<file path="src/rtl/exec_decoder.sv">
// exec_decoder: instruction decode and execute-phase sequencer for the
// 8-bit SAP processor. Latches the fetched instruction, reports the last
// execute step of the latched opcode, drives per-step datapath controls
// combinationally, and holds the carry/zero flags and the halt state.
module exec_decoder (
    input  logic       clk,
    input  logic       rst,
    input  logic       fetch_complete,
    input  logic [1:0] step,
    input  logic [7:0] ir,
    input  logic       carry_in,
    input  logic       zero_in,
    output logic [1:0] steps_required,
    output logic [7:0] operand,
    output logic       ir_out,
    output logic       a_out,
    output logic       alu_out,
    output logic       mar_load,
    output logic       ram_read,
    output logic       ram_write,
    output logic       a_load,
    output logic       b_load,
    output logic       alu_sub,
    output logic       pc_load,
    output logic       out_load,
    output logic       carry_flag,
    output logic       zero_flag,
    output logic       halt
);

    // Opcode encodings (9..D are unassigned and decode as NOP).
    localparam logic [3:0] OP_NOP = 4'h0;
    localparam logic [3:0] OP_LDA = 4'h1;
    localparam logic [3:0] OP_ADD = 4'h2;
    localparam logic [3:0] OP_SUB = 4'h3;
    localparam logic [3:0] OP_STA = 4'h4;
    localparam logic [3:0] OP_LDI = 4'h5;
    localparam logic [3:0] OP_JMP = 4'h6;
    localparam logic [3:0] OP_JC  = 4'h7;
    localparam logic [3:0] OP_JZ  = 4'h8;
    localparam logic [3:0] OP_OUT = 4'hE;
    localparam logic [3:0] OP_HLT = 4'hF;

    // Bit positions inside the packed control word.
    localparam int unsigned B_IR_OUT    = 10;
    localparam int unsigned B_A_OUT     = 9;
    localparam int unsigned B_ALU_OUT   = 8;
    localparam int unsigned B_MAR_LOAD  = 7;
    localparam int unsigned B_RAM_READ  = 6;
    localparam int unsigned B_RAM_WRITE = 5;
    localparam int unsigned B_A_LOAD    = 4;
    localparam int unsigned B_B_LOAD    = 3;
    localparam int unsigned B_ALU_SUB   = 2;
    localparam int unsigned B_PC_LOAD   = 1;
    localparam int unsigned B_OUT_LOAD  = 0;

    // Last execute step index for each opcode.
    function automatic logic [1:0] last_step(input logic [3:0] op);
        logic [1:0] res;
        case (op)
            OP_LDA:  res = 2'd1;
            OP_ADD:  res = 2'd2;
            OP_SUB:  res = 2'd2;
            OP_STA:  res = 2'd1;
            default: res = 2'd0;
        endcase
        return res;
    endfunction

    logic [3:0]  op_r;
    logic [3:0]  opd_r;
    logic        carry_r;
    logic        zero_r;
    logic        halt_r;

    logic [10:0] ucode_s;
    logic [10:0] ctrl_s;
    logic [1:0]  steps_s;
    logic        active_s;
    logic        flag_capture_s;
    logic        halt_set_s;

    assign active_s       = fetch_complete & ~halt_r;
    assign flag_capture_s = active_s & ((op_r == OP_ADD) | (op_r == OP_SUB)) & (step == 2'd2);
    assign halt_set_s     = active_s & (op_r == OP_HLT) & (step == 2'd0);

    // Instruction latch: track IR during fetch, hold through execute and halt.
    always_ff @(posedge clk) begin
        if (rst) begin
            op_r  <= 4'h0;
            opd_r <= 4'h0;
        end else if (!fetch_complete && !halt_r) begin
            op_r  <= ir[7:4];
            opd_r <= ir[3:0];
        end
    end

    // ALU flags: captured only at the end of ADD/SUB step 2.
    always_ff @(posedge clk) begin
        if (rst) begin
            carry_r <= 1'b0;
            zero_r  <= 1'b0;
        end else if (flag_capture_s) begin
            carry_r <= carry_in;
            zero_r  <= zero_in;
        end
    end

    // Sticky halt register, cleared only by reset.
    always_ff @(posedge clk) begin
        if (rst) begin
            halt_r <= 1'b0;
        end else if (halt_set_s) begin
            halt_r <= 1'b1;
        end
    end

    // Microcode ROM: ungated control word for the latched opcode and step.
    always_comb begin
        ucode_s = 11'd0;
        case (op_r)
            OP_LDA: begin
                case (step)
                    2'd0: begin
                        ucode_s[B_IR_OUT]   = 1'b1;
                        ucode_s[B_MAR_LOAD] = 1'b1;
                    end
                    2'd1: begin
                        ucode_s[B_RAM_READ] = 1'b1;
                        ucode_s[B_A_LOAD]   = 1'b1;
                    end
                    default: ucode_s = 11'd0;
                endcase
            end
            OP_ADD, OP_SUB: begin
                case (step)
                    2'd0: begin
                        ucode_s[B_IR_OUT]   = 1'b1;
                        ucode_s[B_MAR_LOAD] = 1'b1;
                    end
                    2'd1: begin
                        ucode_s[B_RAM_READ] = 1'b1;
                        ucode_s[B_B_LOAD]   = 1'b1;
                        ucode_s[B_ALU_SUB]  = (op_r == OP_SUB);
                    end
                    2'd2: begin
                        ucode_s[B_ALU_OUT]  = 1'b1;
                        ucode_s[B_A_LOAD]   = 1'b1;
                        ucode_s[B_ALU_SUB]  = (op_r == OP_SUB);
                    end
                    default: ucode_s = 11'd0;
                endcase
            end
            OP_STA: begin
                case (step)
                    2'd0: begin
                        ucode_s[B_IR_OUT]   = 1'b1;
                        ucode_s[B_MAR_LOAD] = 1'b1;
                    end
                    2'd1: begin
                        ucode_s[B_A_OUT]     = 1'b1;
                        ucode_s[B_RAM_WRITE] = 1'b1;
                    end
                    default: ucode_s = 11'd0;
                endcase
            end
            OP_LDI: begin
                if (step == 2'd0) begin
                    ucode_s[B_IR_OUT] = 1'b1;
                    ucode_s[B_A_LOAD] = 1'b1;
                end else begin
                    ucode_s = 11'd0;
                end
            end
            OP_JMP: begin
                if (step == 2'd0) begin
                    ucode_s[B_IR_OUT]  = 1'b1;
                    ucode_s[B_PC_LOAD] = 1'b1;
                end else begin
                    ucode_s = 11'd0;
                end
            end
            OP_JC: begin
                if ((step == 2'd0) && carry_r) begin
                    ucode_s[B_IR_OUT]  = 1'b1;
                    ucode_s[B_PC_LOAD] = 1'b1;
                end else begin
                    ucode_s = 11'd0;
                end
            end
            OP_JZ: begin
                if ((step == 2'd0) && zero_r) begin
                    ucode_s[B_IR_OUT]  = 1'b1;
                    ucode_s[B_PC_LOAD] = 1'b1;
                end else begin
                    ucode_s = 11'd0;
                end
            end
            OP_OUT: begin
                if (step == 2'd0) begin
                    ucode_s[B_A_OUT]    = 1'b1;
                    ucode_s[B_OUT_LOAD] = 1'b1;
                end else begin
                    ucode_s = 11'd0;
                end
            end
            // NOP, HLT and the unassigned opcodes drive nothing; HLT acts
            // through the halt register instead.
            default: ucode_s = 11'd0;
        endcase
    end

    // Gate the control word outside execute and while halted.
    always_comb begin
        ctrl_s = 11'd0;
        if (active_s) begin
            ctrl_s = ucode_s;
        end else begin
            ctrl_s = 11'd0;
        end
    end

    // Step count reported to the fetch controller; collapses to 0 when halted.
    always_comb begin
        steps_s = 2'd0;
        if (halt_r) begin
            steps_s = 2'd0;
        end else begin
            steps_s = last_step(op_r);
        end
    end

    assign steps_required = steps_s;
    assign operand        = {4'h0, opd_r};
    assign ir_out         = ctrl_s[B_IR_OUT];
    assign a_out          = ctrl_s[B_A_OUT];
    assign alu_out        = ctrl_s[B_ALU_OUT];
    assign mar_load       = ctrl_s[B_MAR_LOAD];
    assign ram_read       = ctrl_s[B_RAM_READ];
    assign ram_write      = ctrl_s[B_RAM_WRITE];
    assign a_load         = ctrl_s[B_A_LOAD];
    assign b_load         = ctrl_s[B_B_LOAD];
    assign alu_sub        = ctrl_s[B_ALU_SUB];
    assign pc_load        = ctrl_s[B_PC_LOAD];
    assign out_load       = ctrl_s[B_OUT_LOAD];
    assign carry_flag     = carry_r;
    assign zero_flag      = zero_r;
    assign halt           = halt_r;

endmodule

</file>
<file path="config.mk">
export PLATFORM = sky130hd
export DESIGN_NAME = exec_decoder
export DESIGN_NICKNAME = d
export VERILOG_FILES = /design/src/rtl/exec_decoder.sv
export SDC_FILE = /design/constraint.sdc
export NUM_CORES = 1
export LEC_CHECK = 0
export BUFFER_PORTS_ARGS = -buffer_cell sky130_fd_sc_hd__buf_4
export CAP_MARGIN = 0
export CORE_UTILIZATION = 39
export DETAILED_ROUTE_END_ITERATION = 8
export GPL_TIMING_DRIVEN = 0
export PLACE_DENSITY = 0.8
export SYNTH_ARGS = -nofsm -noshare
export SYNTH_HDL_FRONTEND = slang
export SYNTH_SLANG_ARGS = --single-unit
</file>
<file path="constraint.sdc">
create_clock -name clk -period 2.8 [get_ports clk]
set_input_delay 0.14 -clock clk [delete_from_list [all_inputs] [get_ports clk]]
set_output_delay 0.14 -clock clk [all_outputs]
set_load 0.01 [all_outputs]
</file>
; ---- Yosys cells after proc, flatten, opt, wreduce, memory -nomap -nowiden
; Cells that the tools add are included.
[word_totals]
register_bits = 11
in_bits = 15
output_inout_bits = 24
word_cells = 43
[op_classes]
eq_ne = 12
n_mux = 10
bitwise = 7
reduce_logical = 9
[ops]
columns = cell, count
row1 = case mux 11 bit (8 select lines), 1
row2 = "equality test 4 x 3 -> 1 bit, second input constant", 4
row3 = "equality test 4 bit, second input constant", 3
row4 = 2-to-1 mux 11 bit, 1
row5 = "equality test 4 x 2 -> 1 bit, second input constant", 2
row6 = 2-to-1 mux 1 bit, 6
row7 = OR reduction 2 bit, 3
row8 = AND 1 bit, 5
row9 = "equality test 4 x 1 -> 1 bit, second input constant", 1
row10 = case mux 2 bit (2 select lines), 1
row11 = logical AND 1 bit, 3
row12 = "equality test 2 x 1 -> 1 bit, second input constant", 1
row13 = "equality test 2 bit, second input constant", 1
row14 = logical NOT 1 bit, 2
row15 = logical NOT 2 bit, 1
row16 = 2-to-1 mux 2 bit, 1
row17 = inverter 1 bit, 1
row18 = bitwise OR 1 bit, 1

; ---- Depth between registers and ports, before layout
; Gate-level depths: netlist of run 1.
[depth]
depth_word = 5
ltp_mapped = 6
ltp_nobuf = 6

; ---- Worst setup path before layout of run 1
; OpenSTA, ideal clock, no wires.
[synth_path]
path_kind = flip-flop to output port
startpoint = reg zero_r (netlist: zero_flag)
endpoint = out ir_out
arrival_ns = 1.415
t_required_ns = 2.660
slack_ns = 1.245
stages_incl_launch_ff = 5
n_path_buf = 0
cell_sequence = dfxtp_1 nor4bb_1 o21bai_1 a2111oi_2 o21bai_1
[synth_via]
elab_chain_cells = 4
[synth_lines]
columns = item, line_no
row1 = from (decl), 73  ; logic zero_r;
row2 = from (signal assigned), 105  ; zero_r <= zero_in;
row3 = logical AND 1 bit, 192  ; if ((step == 2'd0) && zero_r) begin
row4 = 2-to-1 mux 1 bit, 192
row5 = case mux 11 bit (8 select lines), 121  ; case (op_r)
row6 = 2-to-1 mux 11 bit, 216  ; if (active_s) begin
row7 = to (decl), 15  ; output logic ir_out,
; Every way passes these cells.

; ---- Final worst setup path of run 1
[layout_path]
startpoint = reg op_r[3]
endpoint = out a_out
[layout_via]
elab_chain_cells = 4
[layout_lines]
columns = item, line_no
row1 = from (decl), 70  ; logic [3:0] op_r;
row2 = from (signal assigned), 93  ; op_r <= ir[7:4];
row3 = equality test 4 x 2 -> 1 bit, 121
row4 = OR reduction 2 bit (no line), n/a
row5 = case mux 11 bit (8 select lines) (*), 121
row6 = 2-to-1 mux 11 bit (*), 216
row7 = to (decl), 16  ; output logic a_out,
; Mark *: on every way between the ends. The rest lies on a longest branch, timed or not.

==> results of run 1 <==
[cell families (layout without fill, tap and decap cells)]
| group | Yosys count | after routing |
|---|---|---|
| AO/OA/AOI/OAI | 25 | 25 |
| adder cells (fa/ha/maj) | 3 | 3 |
| AND/OR/NAND/NOR | 44 | 44 |
| buffers and inverters | 15 | 53 |
| XOR/XNOR | 1 | 1 |
| multiplexers | 3 | 3 |
| other | 1 | 4 |
| flip-flops | 11 | 11 |
[layout make-up]
cell class | instances | area [um^2] | share of cell area (%)
Sequential cell | 11 | 220 | 20.6
Timing Repair Buffer | 34 | 255 | 23.9
Tap cell | 25 | 31.3 | 2.93
Inverter | 3 | 11.3 | 1.05
Multi-Input combinational cell | 80 | 454 | 42.5
Buffer | 12 | 70.1 | 6.56
Clock buffer | 4 | 26.3 | 2.46
[placed cells by master, fill, tap and decap left out, types with 2 or more instances in the layout]
master / instances
or3_1: 2
conb_1: 4
mux2i_1: 3
nand3_1: 3
o21ai_0: 9
nand2_1: 14
nor3_1: 3
a21oi_1: 11
buf_4: 38
ha_1: 3
nor2_1: 11
clkbuf_4: 3
dfxtp_1: 11
buf_2: 2
inv_1: 3
clkbuf_1: 6
o21bai_1: 2
[worst reg2reg max path: cells and delay by family (launching register included)]
family | cells | cell delay [ps]
buffers and inverters | 1 | 140
DFF | 1 | 370
muxes | 1 | 190
and+or+nand+nor | 3 | 530
[flip-flops by register name (all words and copies together) (netlist names)]
register	flops
opd_r	4
zero_flag	1
carry_flag	1
op_r	4
halt	1
[power groups by stage]
stage,clock network (mW),logic [mW],registers [mW]
2_1_floorplan,0,0.0486,0.172
3_3_place_gp,0,0.0829,0.171
3_5_place_dp,0,0.0849,0.171
4_1_cts,0.109,0.0851,0.167
5_1_grt,0.117,0.0948,0.168
6_report,0.105,0.0856,0.167
[worst paths after layout]
kind | to | startpoint | cells after the start | slack (ps)
worst min register to register | opd_r[0] | opd_r[0] | 2 | 480
worst min-delay path | opd_r[1] | rst | 2 | 30
worst max-delay path | a_out | op_r[3] | 6 | 900
worst max register to register | zero_flag | op_r[1] | 5 | 1450
[routing by layer]
layer,track usage [%],vias up
met5,0,-
met2,29.1,35
li1,-,431
met4,12.9,0
met1,25.2,352
met3,3.57,2
[per-stage QoR]
step | instances | util, % | worst slack, ps | power (mW)
4_1_cts | 169 | 60.6 | 891 | 0.362
6_report | 169 | 60.6 | 904 | 0.358
5_1_grt | 169 | 60.6 | 771 | 0.380
3_5_place_dp | 165 | 59.1 | 1200 | 0.256
2_1_floorplan | 106 | - | 1250 | 0.220
3_3_place_gp | 165 | 59.1 | 1210 | 0.254
[cell usage after synthesis]
master	instances	area [um^2]
a21oi_1	11	55.1
o21a_1	1	7.51
and3_1	1	6.26
nand2b_1	1	6.26
nor4bb_1	1	10.0
buf_6	1	11.3
o21bai_1	2	15.0
a2111oi_2	1	15.0
clkbuf_1	5	18.8
mux2i_1	3	30.0
and3b_1	1	8.76
nand2_1	14	52.6
or3b_1	1	8.76
ha_1	3	37.5
nor3b_1	1	7.51
and4_1	1	8.76
buf_2	2	10.0
nand4_1	1	6.26
conb_1	1	3.75
nor4_1	1	6.26
inv_1	3	11.3
or3_1	2	12.5
o21ai_0	9	45.0
nor3_1	3	15.0
a31oi_1	1	6.26
nor2b_1	1	6.26
xnor2_1	1	8.76
nor2_1	11	41.3
buf_4	4	30.0
nand3_1	3	15.0
dfxtp_1	11	220
nand3b_1	1	7.51
==> results.md, run 1 <==
Run status:
- The flow ran to the end, and the final reports show no timing, DRC or antenna violations.

STA:
- Setup repair after global routing left no endpoint under its margin.
- For the pin with the worst max-slew slack, the measured transition is 510 ps.
- The final critical delay including setup and external delays is 1900 ps.
- The achievable frequency is 527 MHz.
- The setup-violating endpoint count in the final report is 0.
- The final hold violation count is 0.
- The ratio of final minimum period to clock period is 67.7%.
- The aggregate negative setup slack is 0 ps.
- Headroom to the max-slew limit came out at 65.9%.
- Hold timing on the final database bottoms out at a slack of 31.1 ps.
- Across the routed clock network, the largest skew measured is 3.79 ps.
- The final-report max-slew violation count came to 0.

Worst setup path:
- Of all nets on the critical path, the largest fanout is 10.
- The signal on the critical path passes through buf_6, nor2_1, nand4_1, or3b_1, a21oi_1, buf_4.
- The slowest cell on the critical path is or3b_1.
- The element type at the critical path end is a primary output.
- The cell family contributing the most delay on the critical path is simple AND/OR/NAND/NOR gates.
- The worst setup path is launched from a flip-flop.
- The largest single stage delay on the critical path is 400 ps.
- STA puts the critical path data required time at 2660 ps.
- The number of buffers and inverters on the critical path is 2.
- Data arrives at the worst endpoint at 1760 ps.
- The critical path is of the flip-flop to primary output type.

Power and ir drop:
- The proportion of power drawn by combinational gates is 23.9%.
- The power density relative to cell area is 335 mW/mm^2.
- Summed over all cells, the static leakage comes to 0.497 nW.
- The largest vdd supply drop is 0.239 mV.
- The clock network burns 29.2% of the power.
- The net switching share of the total power is 27.3%.
- The internal power is 0.260 mW.
- Sequential cells burn 46.8% of the power.
- In this run the power spent charging and discharging nets is 0.0976 mW.

GRT:
- The largest net degree at the start of global routing is 11.
- The number of global-route vias before repair was 724.
- The initial antenna violation count came to 0.
- The first-pass GRT wire length is 2950 um.
- The overall overflow remaining after global route is 0.
- In the global route stage, overall resource usage came out at 19.4%.

Clock network:
- The number of sinks handled by clock tree synthesis is 11.
- The root buffer selected by CTS is clkbuf_4.
- In this run the post-CTS setup repair buffer count came out at 0.
- In this run the number of H-tree levels came out at 1.
- The hold buffer count at cts is 0.
- The TritonCTS clock tree is done.
- Clock latency on the worst-skew pair, taken at its later pin, is 260 ps.
- After clock tree synthesis, the clock-pin slew on the worst setup and hold paths is 70 ps.
- The number of resized instances in the post-cts repair step is 0.
- Clock tree synthesis inserted a total of 3 buffers.
- The number of buffers on the longest clock path is 2.

Cells and area:
- The share of layout cells above drive strength 1 is 31.3%.
- The number of antenna diodes in the final layout is 0.
- The filler cells instantiated in the layout total 185.
- The final layout net count is 163.
- Relative to the synthesized area, the layout overhead comes to 43.5%.
- The finished cells cover 0.00107 mm^2.

Yosys:
- The portion of synthesized area spent on multiplexers is 4.03%.
- After synthesis the cells add up to 744 um^2.
- After Yosys synthesis, and, or, nand and nor cells account for 29.4% of the synthesized area.
- The Yosys step of the flow raised 0 warnings.
- After Yosys synthesis, XOR and XNOR cells account for 1.18% of the synthesized area.
- The synthesized area per cell is 7.23 um^2.
- The fraction of the mapped netlist area in compound gates is 19.3%.
- For this run, the register share of the synthesized area comes to 29.6%.
- The flop and latch count out of synthesis is 11.
- After synthesis, the largest family of logic cells by area is simple AND/OR/NAND/NOR gates.
- The unique cell type count in the Yosys netlist is 32.
- Synthesis produced a netlist whose cell count is 103.
- After Yosys synthesis, full adders, half adders and majority gates account for 5.04% of the synthesized area.

Routing:
- The number of DRC markers in iteration 0 is 25.
- The first detailed-routing pass took 4 iterations.
- Routed signal wires occupy layers up through met4.
- After detailed routing, the wire length on met1 is 805 um.
- The met2 routed wirelength is 877 um.
- The amount of wire on met3 after detailed routing is 141 um.
- In the routed design, unresolved DRC markers number 0.
- The via count is 820.
- After detailed routing, the number of vias per cell comes to 4.85.
- The total length of routed wires is 1840 um.
- The average detailed-routed wire length per instance is 10.9 um.
- The count of nets left with antenna violations once routing finished came out at 0.

Placed design:
- Once placement finished, the instance area stood at 0.00104 mm^2.
- Routability-driven placement finished with a final weighted congestion of 0.780.
- Summed over all nets, the half-perimeter wirelength after detailed placement is 1420 um.
- Input and output buffers added on the ports amount to 34.

Die:
- The area of the placeable core is 0.00176 mm^2.
- The vertical extent of the die is 45.7 um.
- The die area is 0.00209 mm^2.
- Row generation in the floorplan step produced 15 rows.
- The number of placed I/O pins is 39.
- The starting density of the core is 42.2%.
- The chip width is 45.7 um.

Hold path:
- The worst hold path belongs to the class primary input to flip-flop.

Flow run:
- The number of max-cap violations is 0.
Power figures use the tool's default switching activity.
==> run 2: changes to the inputs <==
- ABC_AREA: not set -> 1
- PLACE_DENSITY: 0.8 -> 0.82
- clock period: 2.8 -> 1.7 ns (I/O delays scaled with it)
==> run 2 against run 1 <==
Synthesized cell count up 17%. Clock-buffer cell count down 1. Critical path depth up 1. Hold slack better by 16 ps.
==> results.md, run 2 <==
Yosys:
- The share of flip-flops with an asynchronous set or reset is 0% (unchanged).
- The combinational family with the most area after synthesis is simple AND/OR/NAND/NOR gates.
- Sorting the synthesized cells by how often they occur yields nor2_1 (29), nand2_1 (20), dfxtp_1 (11).
- The synthesized-area fraction occupied by and/or/nand/nor cells is 40.3% (+11 points).
- The biggest area contributor in the post-synthesis netlist is dfxtp_1.
- The post-synthesis share of cell area spent on full adders, half adders and majority gates came to 4.99% (-0.050 points).
- The post-synthesis cell area came to 752 um^2 (+1.0%).
- The XOR/XNOR share of the synthesized area is 0% (-1.2 points).
- The most used standard cell by instance count after synthesis is nor2_1.
- The area fraction of the dominant cell type after synthesis is 29.3% (-0.30 points).
- The synthesized instance count came to 120 (+17%).
- The post-synthesis mux area share came to 0% (-4.0 points).
- In the post-synthesis netlist, the biggest area contributors are dfxtp_1 (29%), nor2_1 (14%), nand2_1 (10%).
- The most used flip-flop cell after synthesis is dfxtp_1.
- The fraction of the mapped netlist area in compound gates is 12.8% (-6.5 points).
- The number of enable flip-flop cells after synthesis is 0 (unchanged).
- The unique cell type count in the Yosys netlist was 19 (-41%).
- The number of warnings reported in the yosys synthesis log is 0 (unchanged).
- The flop and latch count out of synthesis is 11 (unchanged).
- The proportion of synthesized chip area in sequential cells is 29.3% (-0.30 points).
- The synthesized area per cell is 6.27 um^2 (-13%).

Worst setup path:
- The critical path's largest stage delay is 470 ps (+70 ps).
- Walking the worst path, the cells encountered are nand2_1, nor3_2, nor2_1, nand2_1, nand2_1, nor2_1, buf_4.
- The highest net fanout along the worst path came to 5 (-5).
- The largest individual stage delay along the critical path comes from the cell dfxtp_1.
- The critical path is of the flip-flop to primary output type.
- Among the stages of the critical path, the cell type that occurs most often is nand2_1.
- STA classifies the critical path endpoint as a primary output.
- The number of buffers and inverters on the critical path was 1 (-1).
- The data required time at the worst endpoint is 1620 ps (-1040 ps).
- Grouping stages by cell kind, the critical path spends the most delay in simple AND/OR/NAND/NOR gates.
- The startpoint type of the worst setup path is a flip-flop.
- The logic depth of the worst setup path including buffers came to 7 (+1).
- The worst endpoint data arrival time came to 1470 ps (-290 ps).
- The number of cell instances on the worst register-to-register path came to 5 (unchanged).

GRT:
- The overall overflow remaining after global route is 0 (unchanged).
- The largest net degree at the start of global routing is 11 (unchanged).
- The global routing usage summed across all routing layers was 19.3% (-0.17 points).
- The number of global-route vias before repair was 775 (+7.0%).
- The first-pass GRT wire length is 2980 um (+0.91%).
- The initial antenna violation count is 0 (unchanged).

Clock network:
- The TritonCTS clock tree is done.
- The root buffer cell chosen for the clock tree is clkbuf_4.
- The clock transition time at the flip-flop clock pins of the worst setup and hold paths is 70 ps (about the same).
- The number of buffers on the longest clock path is 2 (unchanged).
- The number of H-tree levels came to 1 (unchanged).
- The worst-skew pair later-pin latency is 260 ps (about the same).
- The number of buffers inserted to repair setup after CTS came to 0 (unchanged).
- The number of clock buffers inserted by TritonCTS is 3 (unchanged).
- The number of sinks handled by clock tree synthesis is 11 (unchanged).

Power and ir drop:
- The static leakage came to 0.598 nW (+20%).
- The proportion of power drawn by combinational gates came to 27.4% (+3.5 points).
- The net switching share of the total power is 30.3% (+3.0 points).
- The power density relative to cell area came to 576 mW/mm^2 (+72%).
- The reported net switching power is 0.190 mW (+95%).
- The internal power came to 0.438 mW (+68%).
- The proportion of power drawn by flip-flops and latches came to 45.9% (-0.9 points).
- The share of power burned in the clock network was 26.7% (-2.5 points).
- The largest vdd supply drop is 0.504 mV (+110%).

Die:
- The starting density of the core came to 42.6% (+0.43 points).
- The vertical extent of the die is 45.9 um (+0.48%).
- The chip width is 45.9 um (+0.48%).
- The area of the placeable core is 0.00176 mm^2 (unchanged).
- The cell row count came to 15 (unchanged).
- The number of placed I/O pins is 39 (unchanged).
- The die area is 0.00211 mm^2 (+0.97%).

STA:
- The final worst clock skew is 6.97 ps (+3.18 ps).
- The final-report max-slew violation count is 0 (unchanged).
- The setup-violating endpoint count in the final report is 0 (unchanged).
- Of the available clock period, the critical path in the final layout requires 91.4%.
- The final hold violation count is 0 (unchanged).
- The achievable frequency is 644 MHz.
- Subtracting the final worst setup slack from the clock period gives 1550 ps.
- Setup repair after global routing left no endpoint under its margin.
- The aggregate negative setup slack is 0 ps (unchanged).

Cells and area:
- The share of layout cells above drive strength 1 was 35.8% (+4.6 points).
- The antenna diode count came to 0 (unchanged).
- The number of filler cells placed in the layout is 179 (-3.2%).
- The utilization after layout is 61.8% (+1.3 points).
- The area growth from synthesis to layout is 45.1%.
- The final layout net count is 181 (+11%).
- In the layout the commonest cells are buf_4 (38), nor2_1 (28), nand2_1 (20).
- The largest registers in the layout are op_r x4, opd_r x4.
- The most frequent standard cell in the layout excluding fill and tap cells is buf_4.

Run status:
- The run finished with clean final reports.

Routing:
- The antenna violation net count after detailed routing is 0 (unchanged).
- The number of DRC markers in iteration 0 is 17 (-32%).
- The total length of routed wires came to 1890 um (+2.7%).
- The via count came to 890 (+8.5%).
- The average detailed-routed wire length per instance is 10.1 um (-7.2%).
- The average via count per standard cell is 4.76 (-1.9%).
- The post-route DRC violation count is 0 (unchanged).
- The number of optimization iterations in the first detailed-route pass is 4 (unchanged).

Flow run:
- The number of max-cap violations is 0 (unchanged).

Placed design:
- The count of port buffers added during placement is 34 (unchanged).
- The final weighted congestion in routability-driven placement was 0.872 (+12%).
- The estimated wirelength of the detail-placed design is 1540 um (+8.5%).

Hold path:
- The worst hold path depth was 3 (+1).
- The class of the tightest hold or removal check is primary input to flip-flop.
==> run 2: cell types whose count changed in the layout (fill, tap and decap cells not counted), moves of 3 or more <==
| cell | before | now |
|---|---|---|
| nand3_1 | 3 | 8 |
| nand2_2 | 0 | 3 |
| inv_2 | 0 | 5 |
| nand2_1 | 14 | 20 |
| nor3_1 | 3 | 0 |
| inv_1 | 3 | 10 |
| mux2i_1 | 3 | 0 |
| nor2_1 | 11 | 28 |
| a21oi_1 | 11 | 8 |
| clkbuf_1 | 6 | 0 |
==> run 2: worst paths after layout <==
path                     end  slack (ps)        from
setup / recovery   ram_write         150     op_r[3]
hold / removal      opd_r[1]          50       ir[1]
setup reg to reg     op_r[1]         490        halt
hold reg to reg   carry_flag         510  carry_flag
==> run 2: final cells by class <==
class                   instances  area (um^2)  area share [%]
well taps                      25         31.3            2.87
inverters                      15         56.3            5.16
flip-flops and latches         11          221            20.3
plain buffers                   5         35.0            3.21
clock buffers                   3         22.5            2.06
clock inverters                 1         5.00           0.459
multi-input cells              92          454            41.6
repair buffers                 35          265            24.3
==> run 2: kinds of logic (layout without fill, tap and decap cells) <==
group | count (synthesis) | after routing
buf+inv | 20 | 59
simple gates | 66 | 66
other cells | 1 | 4
fa+ha+maj | 3 | 3
flops | 11 | 11
compound gates | 19 | 19
==> run 2: metal layers <==
layer / wire, um / share of wire (%) / vias up / GRT usage [%]
met1: 738 / 39 / 390 / 21.8
met3: 147 / 7.8 / 4 / 3.17
met2: 981 / 52 / 43 / 34.1
li1: - / - / 453 / -
met5: 0 / 0 / - / 0
met4: 17 / 0.90 / 0 / 10.0
==> run 2: what timing repair did <==
action | in CTS | in global routing
resized for setup | 0 | 2
hold buffers | 1 | 0
setup endpoints to repair | 0 | 2
endpoints found under the hold margin | 1 | 0
==> run 2: worst register-to-register path, stage by stage, from the launching register on <==
cell	delay, ps
dfxtp_1	370
nor2_1	260
inv_1	90
buf_2	190
o21ai_0	150
a21oi_1	50
==> run 2: per-stage QoR <==
step                      power (mW)  instances  cell area [um^2]  hold slack [ps]  setup slack (ps)
after floorplan                0.392        123               763              154               590
after global placement         0.455        182              1050              250               466
after detailed placement       0.461        182              1050              254               414
after CTS                      0.633        187              1090             44.2               115
after global routing           0.676        187              1090             43.1              7.12
final                          0.628        187              1090             47.5               147
==> run 2: power groups by stage <==
stage	combinational [mW]	clock [mW]	sequential [mW]
after floorplan	0.0965	0	0.295
after global routing	0.190	0.194	0.291
after detailed placement	0.168	0	0.293
after global placement	0.163	0	0.292
final	0.172	0.168	0.289
after CTS	0.170	0.175	0.288
==> run 3: changes to the inputs <==
- clock period: 1.7 -> 1.4 ns (I/O delays scaled with it)
==> run 3 against run 2 <==
The flow now finishes with violations (setup timing). Critical path depth up 2. Clock skew up 0.60 ps. Cell count up 2.1%. Wire length up 3.4%. Clock-buffer cell count unchanged. Sequential power up 21%. Critical path type unchanged. Largest power group unchanged. Highest routed layer unchanged.
==> results.md, run 3 (same netlist as run 2, synthesis figures left out) <==
GRT:
- The overall overflow remaining after global route came to 0 (unchanged).
- The first-pass GRT wire length is 3080 um (+3.3%).
- The initial antenna violation count is 0 (unchanged).
- The number of global-route vias before repair came to 798 (+3.0%).
- The largest net degree at the start of global routing came to 11 (unchanged).
- The global routing usage summed across all routing layers is 19.9% (+0.67 points).

Worst setup path:
- The number of cell instances on the worst register-to-register path came to 5 (unchanged).
- The critical path's largest stage delay was 390 ps (-80 ps).
- The element type at the critical path end is a primary output.
- The launch point of the worst reg-to-reg path is halt.
- The worst endpoint data arrival time is 1360 ps (-110 ps).
- The register-to-register setup slack came to 220 ps (-270 ps).
- On the critical path, the stage with the largest delay is an instance of dfxtp_4.
- The endpoint of the worst register-to-register path is op_r[1].
- In this design, the largest share of critical-path delay is due to simple AND/OR/NAND/NOR gates.
- The startpoint type of the worst setup path is a flip-flop.
- The number of buffers and inverters on the critical path is 2 (+1).
- The most frequent cell on the critical path is nand2_2.
- The data required time at the worst endpoint came to 1330 ps (-290 ps).
- The start-to-end type of the worst setup path is flip-flop to primary output.
- The highest net fanout along the worst path was 6 (+1).
- The critical path goes through inv_4, nor2_4, nand2_2, nand2_2, nand2_2, nand2_1, nor2_1, nor2_1, buf_4.

Routing:
- The total length of routed wires came to 1950 um (+3.4%).
- The via count is 909 (+2.1%).
- The average detailed-routed wire length per instance was 10.2 um (+1.3%).
- The number of DRC markers in iteration 0 is 27 (+10).
- The antenna violation net count after detailed routing is 0 (unchanged).
- The post-route DRC violation count is 0 (unchanged).
- The number of optimization iterations in the first detailed-route pass came to 4 (unchanged).
- The average via count per standard cell was 4.76 (about the same).

STA:
- Setup repair after global routing could not meet its margin everywhere.
- The aggregate negative setup slack came to -64.5 ps (-64.5 ps).
- The final setup slack of the worst path is -28.5 ps (-175 ps).
- The final critical delay including setup and external delays is 1430 ps.
- In the finished design, the share of the clock period the worst path needs comes to 102%.
- The final-report max-slew violation count is 0 (unchanged).
- The final hold violation count is 0 (unchanged).
- The worst hold slack is 32.1 ps (-15.4 ps).
- The achievable frequency is 700 MHz.
- The setup-violating endpoint count in the final report is 3 (+3).
- The final worst clock skew was 7.57 ps (+0.604 ps).

Hold path:
- The capture endpoint of the worst hold path is opd_r[1].
- The class of the tightest hold or removal check is primary input to flip-flop.
- The worst hold path begins at ir[1].
- The worst hold path depth is 3 (unchanged).

Cells and area:
- The share of layout cells above drive strength 1 was 42.8% (+7.0 points).
- The number of filler cells placed in the layout is 172 (-3.9%).
- The library cell used most frequently in the layout, excluding fill and tap cells, is buf_4.
- Compared with the post-synthesis result, the final layout area differs by 54.4%.
- The area of all sequential standard cells is 236 um^2 (+6.8%).
- The utilization after layout came to 65.8% (+4.0 points).
- In the final layout, the registers with the most flip-flops are op_r x4, opd_r x4.
- The final layout net count was 185 (+2.2%).
- The library cells used most frequently in the layout, excluding fill and tap cells, are buf_4 (40), nor2_1 (27), nand2_1 (17).
- The cell area after layout is 0.00116 mm^2 (+6.4%).
- The multi-input logic area came to 469 um^2 (+3.3%).
- The antenna diode count is 0 (unchanged).

Placed design:
- The estimated wirelength of the detail-placed design is 1540 um (unchanged).
- The final weighted congestion in routability-driven placement is 0.872 (unchanged).
- The total placed instance area is 0.00105 mm^2 (unchanged).
- The count of port buffers added during placement is 34 (unchanged).

Run status:
- The run finished, with violations left.
- The final reports fail on setup timing.

Clock network:
- The clock transition time at the flip-flop clock pins of the worst setup and hold paths is 70 ps (about the same).
- The number of H-tree levels is 1 (unchanged).
- Clock tree synthesis selected as its root buffer the cell clkbuf_4.
- The TritonCTS clock tree is done.
- The worst-skew pair later-pin latency is 260 ps (about the same).
- The number of buffers on the longest clock path was 2 (unchanged).
- The number of clock buffers inserted by TritonCTS is 3 (unchanged).
- The number of sinks handled by clock tree synthesis is 11 (unchanged).

Die:
- The starting density of the core is 42.6% (unchanged).
- The cell row count was 15 (unchanged).
- The vertical extent of the die was 45.9 um (unchanged).
- The number of placed I/O pins is 39 (unchanged).
- The die area is 0.00211 mm^2 (unchanged).
- The chip width came to 45.9 um (unchanged).
- The area of the placeable core was 0.00176 mm^2 (unchanged).

Power and ir drop:
- The power density relative to cell area is 677 mW/mm^2 (+18%).
- The static leakage is 0.623 nW (+4.2%).
- The largest vdd supply drop is 0.634 mV (+26%).

Flow run:
- The number of max-cap violations came to 0 (unchanged).
[run 3: cell types whose count changed in the layout (fill, tap and decap cells not counted), moves of 2 or more]
cell | before | now
dfxtp_1 | 10 | 6
nand2_2 | 3 | 6
buf_6 | 0 | 2
dfxtp_4 | 0 | 4
nand2_1 | 20 | 17
buf_4 | 38 | 40
[run 3: worst max path at each step]
stage                  from   endpoint  slack [ps]  cells after the start
finish              op_r[2]     ir_out         -30                      9
global route        op_r[2]     ir_out        -150                      9
CTS                 op_r[2]     ir_out         -50                      9
detailed placement  op_r[0]  ram_write         130                      9
global placement       halt    op_r[1]         180                      5
floorplan           op_r[2]     ir_out         300                      8
[run 3: final cells by class]
cell class / instances / area share, %
Sequential cell: 11 / 20.4
Tap cell: 25 / 2.69
Multi-Input combinational cell: 92 / 40.4
Timing Repair Buffer: 39 / 26.1
Clock inverter: 1 / 0.431
Inverter: 15 / 5.06
Buffer: 5 / 3.02
Clock buffer: 3 / 1.94
[run 3: through the flow]
stage,power (mW),setup WS [ps],std cells
floorplan,0.475,305,123
global placement,0.553,179,182
detailed placement,0.560,129,182
CTS,0.777,-54.6,189
global route,0.847,-154,191
finish,0.786,-28.5,191
[run 3: routing by layer]
metal  up-vias  part of all wire (%)  wire, um  GRT usage, %
met1       403                    39       759          21.8
met4         0                  0.87        17          11.8
met5         -                     0         0             0
met3         4                   6.4       125          3.17
li1        462                     -         -             -
met2        40                    54      1050          35.5
[run 3: timing repair]
item | in CTS | in global routing
endpoints found under the hold margin | 1 | 0
hold buffers | 1 | 0
gates resized for setup | 12 | 7
setup buffers | 2 | 2
pin swaps | 2 | 7
setup endpoints to repair | 10 | 11
[run 3: worst min-delay path: cells and delay by family]
kind	cells	cell delay, ps
and+or+nand+nor	2	110
buffers and inverters	1	80
[run 3: report_power, final]
group	switching [mW]	leakage, nW	total, mW	internal, mW
Combinational	0.120	0.512	0.231	0.111
Clock	0.0982	0.0177	0.204	0.105
Sequential	0.0219	0.0937	0.351	0.329
Total	0.240	0.623	0.786	0.546
